### src/rtl/register_file_wb.sv
// register_file_wb: 32 x DATA_W architectural integer register file.
// Write port is the consumer end of the MEM/WB pipeline register; two
// combinational read ports serve the decode stage. x0 has no storage.
// Optional feature: define REGFILE_BYPASS_EN to forward same-cycle writeback
// data to the read ports (suppressed while reset is asserted).
//
// Write-port handshake: Reg_W_i acts as the valid qualifier for
// {Reg_D_i, Data_to_reg_i}; there is no ready, because the file accepts a
// write on every rising edge outside reset. A write to x0 is accepted and
// dropped without touching storage or the write counter.
module register_file_wb #(
    parameter int                DATA_W  = 32,
    parameter logic [DATA_W-1:0] SP_INIT = 32'h7FFF_EFFC,
    parameter logic [DATA_W-1:0] GP_INIT = 32'h1000_8000
) (
    input  logic              clk_i,
    input  logic              reset_i,
    input  logic              Reg_W_i,
    input  logic [4:0]        Reg_D_i,
    input  logic [DATA_W-1:0] Data_to_reg_i,
    input  logic [4:0]        Rs1_i,
    input  logic [4:0]        Rs2_i,
    output logic [DATA_W-1:0] Rs1_data_o,
    output logic [DATA_W-1:0] Rs2_data_o,
    output logic [15:0]       Wr_count_o
);

    logic [DATA_W-1:0] regs_q [1:31];
    logic [15:0]       wr_count_q;
    logic [15:0]       wr_count_d;
    logic              wr_en;

    // A write commits only when enabled and not aimed at x0.
    assign wr_en = Reg_W_i && (Reg_D_i != 5'd0);

    // Committed-write counter; wraps naturally at 16 bits.
    always_comb begin
        wr_count_d = wr_count_q;
        if (wr_en) begin
            wr_count_d = wr_count_q + 16'd1;
        end
    end

    // Register storage and counter; async reset loads sp/gp init values.
    always_ff @(posedge clk_i or negedge reset_i) begin
        if (!reset_i) begin
            for (int i = 1; i < 32; i++) begin
                if (i == 2) begin
                    regs_q[i] <= SP_INIT;
                end else if (i == 3) begin
                    regs_q[i] <= GP_INIT;
                end else begin
                    regs_q[i] <= '0;
                end
            end
            wr_count_q <= 16'd0;
        end else begin
            if (wr_en) begin
                regs_q[Reg_D_i] <= Data_to_reg_i;
            end
            wr_count_q <= wr_count_d;
        end
    end

    // Read port 1: x0 reads zero; otherwise stored value or bypassed data.
    always_comb begin
        Rs1_data_o = '0;
        if (Rs1_i != 5'd0) begin
            Rs1_data_o = regs_q[Rs1_i];
        end
`ifdef REGFILE_BYPASS_EN
        if (reset_i && wr_en && (Rs1_i == Reg_D_i)) begin
            Rs1_data_o = Data_to_reg_i;
        end
`endif
    end

    // Read port 2: same selection as port 1.
    always_comb begin
        Rs2_data_o = '0;
        if (Rs2_i != 5'd0) begin
            Rs2_data_o = regs_q[Rs2_i];
        end
`ifdef REGFILE_BYPASS_EN
        if (reset_i && wr_en && (Rs2_i == Reg_D_i)) begin
            Rs2_data_o = Data_to_reg_i;
        end
`endif
    end

    assign Wr_count_o = wr_count_q;

endmodule
### config.mk
export PLATFORM = sky130hd
export DESIGN_NAME = register_file_wb
export DESIGN_NICKNAME = d
export VERILOG_FILES = /design/src/rtl/register_file_wb.sv
export SDC_FILE = /design/constraint.sdc
export NUM_CORES = 2
export LEC_CHECK = 0
export CORE_UTILIZATION = 60
export CTS_BUF_LIST = sky130_fd_sc_hd__clkbuf_8
export CTS_CLUSTER_SIZE = 24
export DETAILED_ROUTE_END_ITERATION = 8
export PLACE_DENSITY = 0.75
export SLEW_MARGIN = 20
export SYNTH_ARGS = -nofsm -noshare
export SYNTH_HDL_FRONTEND = slang
export SYNTH_SLANG_ARGS = --single-unit
### constraint.sdc
create_clock -name clk_i -period 3.1 [get_ports clk_i]
set_input_delay 0.62 -clock clk_i [delete_from_list [all_inputs] [get_ports clk_i]]
set_output_delay 0.62 -clock clk_i [all_outputs]
set_load 0.02 [all_outputs]
## Word level (Yosys, flattened, before mapping)

Cells that the tools add are included.

- Muxes and demuxes: 11
- Reductions and logical operators: 5
- Bitwise operators: 3
- Add/sub/neg operators: 1
- Order comparisons: 4

Operators by type and width:

| operator | number |
|---|---|
| 992-bit bitwise mux | 1 |
| 32-bit binary-select mux with 5-bit select | 2 |
| 32-bit two-way mux | 7 |
| 32-bit demux with 5-bit select | 1 |
| 6-bit greater-or-equal comparator, second input constant | 3 |
| 5-bit inverter with 6-bit output | 3 |
| 16-bit by 1-bit adder with 16-bit output, second input constant | 1 |
| 5-bit nonzero test | 3 |
| 6-bit by 1-bit less-than comparator with 1-bit output, second input constant | 1 |
| 1-bit logical AND | 2 |

- Logic and storage cells: 56
- Output and inout port bits: 80
- Register bits after elaboration: 1,008
- Bits of input ports: 50

## Depth between registers and ports, before layout

- Depth in word-level cells: 6
- Mapped depth: 9

## Worst setup path before layout

No wires, ideal clock.

- Path kind: in2out
- From: input port Rs1_i[0]
- To: output port Rs1_data_o[10]
- Arrival: 2.262 ns
- Path buffers: 5
- Required time: 2.480 ns
- Cell stages on the path: 8
- Path slack: 0.218 ns
- Cell sequence: buf_4 -> buf_6 -> buf_6 -> buf_6 -> clkbuf_1 -> a22o_1 -> a211oi_1 -> o31ai_1

- Cells in the longest elaborated chain, start to end: 5
- Elaborated cells on any way between the ends: 6

Ends and longest elaborated chain:

| item | line | source |
|---|---|---|
| start, declared | 21 | `input logic [4:0] Rs1_i,` |
| 5-bit inverter with 6-bit output (implied by the code) | 69 | `Rs1_data_o = regs_q[Rs1_i];` |
| 32-bit binary-select mux with 5-bit select | 69 |  |
| 32-bit two-way mux (implied by the code) (2 in a row) | 69 |  |
| 32-bit two-way mux * | 68 | `if (Rs1_i != 5'd0) begin` |
| end, declared | 23 | `output logic [DATA_W-1:0] Rs1_data_o,` |

Every way passes the cells marked *; elsewhere a longest branch is shown, timed or not. The select of a mux whose other input is x is not followed.

## Worst setup path after layout

- From: register regs_q[21] (netlist name)
- To: output port Rs1_data_o[21]

- Cells in the longest elaborated chain, start to end: 4

Ends and longest elaborated chain:

| item | line | source |
|---|---|---|
| start, declared | 28 | `logic [DATA_W-1:0] regs_q [1:31];` |
| start signal, assigned by index | 59 | `regs_q[Reg_D_i] <= Data_to_reg_i;` |
| 32-bit binary-select mux with 5-bit select | 69 |  |
| 32-bit two-way mux (implied by the code) (2 in a row) | 69 |  |
| 32-bit two-way mux | 68 |  |

No other way between the ends. The select of a mux whose other input is x is not followed.

==> flow_summary.json <==
{
  "p_sw_frac": 0.295,
  "critical_path_arrival_ps": 2610,
  "grt_max_degree": 111,
  "fin_skew_ps": 6.08,
  "grt.overflow.total": 0,
  "core-area_um2": 88800,
  "clkPwrFrac": 0.305,
  "hold_class": "input port to asynchronous set/reset pin",
  "synth_xor_area_frac": 0.00243,
  "cp.required_ps": 2480,
  "dr.pass1.iters": 8,
  "dpl.hpwl_um": 109000,
  "p_seq_frac": 0.449,
  "root_buffer": "clkbuf_8",
  "synth_compound_area_frac": 0.0626,
  "clk_path_buf_depth": 3,
  "clk_pin_slew_worst_paths_ps": 60,
  "io_pins": 130,
  "final_max_slew_viol_count": 0,
  "intPower_mw": 28.0,
  "end_kind": "output pin",
  "yosysUniqueCellTypes": 39,
  "cts_buffers": 170,
  "status": "finished, violations left",
  "yosysTopAreaCell": "dfrtp_1",
  "synthMuxAreaShare": 0.417,
  "layout-drive-gt1-share": 0.583,
  "h-tree-depth": 4,
  "relSlewSlack": 0.252,
  "ys_ff_latch": 1008,
  "worstSetupStartpointType": "register",
  "stdcell_count": 5306,
  "p_switching_mw": 11.7,
  "ys_seq_area_frac": 0.468,
  "antenna_found_initial": 8,
  "syn_inst": 3667,
  "via_count": 37701,
  "die_h_um": 302,
  "setup_ws_ps": -128,
  "setup_viol": 36,
  "p_comb_frac": 0.246,
  "gp_congestion": 0.902,
  "die_x_um": 302,
  "grt_pass1_wl_um": 257000,
  "final.period_utilization": 1.04,
  "synth_top_family_by_area": "multiplexers",
  "power.density_nw_per_um2": 615,
  "areaGrowthSynthToFinish_pct": 19.8,
  "wirelength_um": 172000,
  "final_hold_viol_count": 0,
  "synth_fp_nets": 3718,
  "drc": 8,
  "drtIter0Drc": 3787,
  "failed_checks": "DRC, setup timing",
  "antenna_left": 0,
  "syn_avg_cell_area_um2": 14.7,
  "start_util": 0.608,
  "cts_sinks": 1008,
  "worstSetupPathType": "register to output pin",
  "power_leakage_nw": 28.6,
  "track_usage": 0.383,
  "fin_util": 0.728,
  "vias_per_cell": 7.11,
  "yosys.area_share.simple": 0.0155,
  "period_minus_slack_ps": 3230,
  "synth_warnings": 0,
  "num_rows": 109,
  "synth_top_area_frac": 0.453,
  "wire_per_inst_um": 32.4,
  "cts_tree": "yes",
  "max_freq_mhz": 310,
  "nNetsFinal": 4061,
  "grt_pass1_vias": 39804,
  "critPathMaxFanout": 3,
  "rsz0062_at_grt": "yes",
  "ir_drop_mv": 0.484,
  "io_buffers": 129,
  "clock_latency_ps": 830,
  "worstMarginPinSlew_ps": 1120,
  "netlist_area_um2": 54000,
  "dp.cells": 4957,
  "fp.dieArea_um2": 91100,
  "synthAdderAreaFrac": 0.000232,
  "whs_ps": 347,
  "synth_area_leaders": "dfrtp_1 (45%), mux2_2 (22%), mux4_2 (16%)",
  "maxCapViolCount": 0
}
-- logic make-up after synthesis --
family,Yosys count
xor gates and xnor gates,15
AOI/OAI and AO/OA,450
buffers and inverters,405
adders and majority gates,1
and+or+nand+nor,153
muxes,1635
DFF,1008
-- Yosys cell counts --
cell type and n:
xor2_1 10, or3_1 1, dfrtp_1 978, and4_1 1
nor2_1 27, or3b_2 1, nand3_1 6, buf_6 10
o22ai_1 64, buf_4 36, o2111ai_1 1, mux2i_1 196
nor4_1 1, a211oi_1 64, or2_2 2, a22o_1 190
inv_1 6, buf_1 43, nand2b_1 2, o21ai_0 1
o211ai_1 1, dfstp_2 30, and2_1 66, ha_1 1
nand3b_1 4, and3b_1 1, nor2b_1 6, and3_1 3
xnor2_1 5, mux2_2 1055, o21ai_1 64, mux4_2 384
nand2_1 24, nor3b_1 4, clkbuf_1 208, buf_2 102
nor3_1 4, o31ai_1 64, o211ai_2 1
-- metrics by stage --
stage / setup TNS (ps) / total power [mW] / worst slack, ps / instance area (µm²)
after floorplan: 0 / 23.6 / 218 / 54000
after global placement: -27130 / 26.3 / -804 / 59500
after detailed placement: -27870 / 27.1 / -823 / 59500
after CTS: -4410 / 39.4 / -199 / 64000
after global routing: -3990 / 41.2 / -161 / 64700
final: -1810 / 39.8 / -128 / 64700
-- metal layers --
| metal | part of all wire | track usage |
|---|---|---|
| met3 | 0.10 | 0.107 |
| met2 | 0.47 | 0.594 |
| met5 | 0.00028 | 0 |
| met1 | 0.38 | 0.505 |
| met4 | 0.045 | 0.179 |
-- power by group through the flow --
stage | Combinational, mW | Clock (mW) | Sequential [mW]
floorplan | 6.36 | 0 | 17.3
global placement | 8.78 | 0 | 17.5
detailed placement | 9.13 | 0 | 17.9
CTS | 9.47 | 12.2 | 17.7
global route | 10.3 | 12.8 | 18.1
finish | 9.77 | 12.1 | 17.8
-- cell type report --
cell class	instances	area, µm²
Sequential cell	1008	25300
Fill cell	5445	24100
Timing Repair Buffer	570	6420
Inverter	6	22.5
Antenna cell	3	7.51
Clock buffer	222	3060
Multi-Input combinational cell	2254	28000
Tap cell	1165	1460
Clock inverter	78	397
-- worst max-delay path: stages, from the launching register on --
cell	delay (ps)
dfrtp_1	400
mux4_2	490
a22o_1	280
o21ai_2	190
buf_6	160
o31ai_4	80
buf_6	150
-- final timing paths --
kind / startpoint / endpoint / slack [ps] / cells past startpoint
worst min-delay path: reset_i / regs_q[694]$_DFFE_PN0P_ / 350 / 2
worst max register to register: Wr_count_o[3]$_DFFE_PN0P_ / Wr_count_o[15]$_DFFE_PN0P_ / 1550 / 4
max in group asynchronous: reset_i / regs_q[769]$_DFFE_PN0P_ / 1730 / 3
min in group clk_i: Data_to_reg_i[26] / regs_q[954]$_DFFE_PN1P_ / 420 / 2
worst min register to register: Wr_count_o[15]$_DFFE_PN0P_ / Wr_count_o[15]$_DFFE_PN0P_ / 480 / 1
worst max-delay path: regs_q[21]$_DFFE_PN0P_ / Rs1_data_o[21] / -130 / 6
-- registers in the layout, summed over array words and instances, names as in the netlist --
name        cells
Wr_count_o     16
regs_q        992
-- timing repair --
| action | in CTS | in global routing |
|---|---|---|
| cloned | 6 | 3 |
| gates resized for setup | 435 | 87 |
| setup endpoints to repair | 64 | 59 |
| hold endpoints to repair | 16 | 0 |
| pin swaps | 93 | 76 |
| hold buffers | 1 | 0 |
| buffers inserted | 35 | 25 |
-- cell usage in the layout, fill, tap and decap left out, types with 4 or more instances in the layout --
| cell type | netlist | layout |
|---|---|---|
| nor2_4 | 0 | 18 |
| clkdlybuf4s50_1 | 0 | 47 |
| dfrtp_1 | 978 | 978 |
| a211oi_2 | 0 | 11 |
| a211oi_1 | 64 | 50 |
| xor2_1 | 10 | 10 |
| inv_1 | 6 | 56 |
| mux2_2 | 1055 | 1055 |
| nor3b_1 | 4 | 4 |
| o31ai_1 | 64 | 11 |
| buf_4 | 36 | 302 |
| o31ai_4 | 0 | 38 |
| a22o_1 | 190 | 188 |
| nor2b_4 | 0 | 6 |
| o22ai_1 | 64 | 63 |
| mux2i_1 | 196 | 193 |
| nand3b_1 | 4 | 4 |
| o21ai_2 | 0 | 44 |
| nand2_2 | 0 | 15 |
| clkinv_2 | 0 | 20 |
| buf_6 | 10 | 64 |
| buf_2 | 102 | 23 |
| xnor2_1 | 5 | 5 |
| and2_1 | 66 | 64 |
| buf_16 | 0 | 15 |
| nor3_1 | 4 | 4 |
| bufbuf_16 | 0 | 4 |
| mux4_2 | 384 | 384 |
| nand2_1 | 24 | 9 |
| o21ai_1 | 64 | 14 |
| o31ai_2 | 0 | 15 |
| o21ai_4 | 0 | 6 |
| clkbuf_16 | 0 | 4 |
| nand3_1 | 6 | 6 |
| clkbuf_8 | 0 | 223 |
| dfstp_2 | 30 | 30 |
| nor2_1 | 27 | 9 |
| buf_12 | 0 | 108 |
Note: power is estimated with default switching activity, not from simulation.
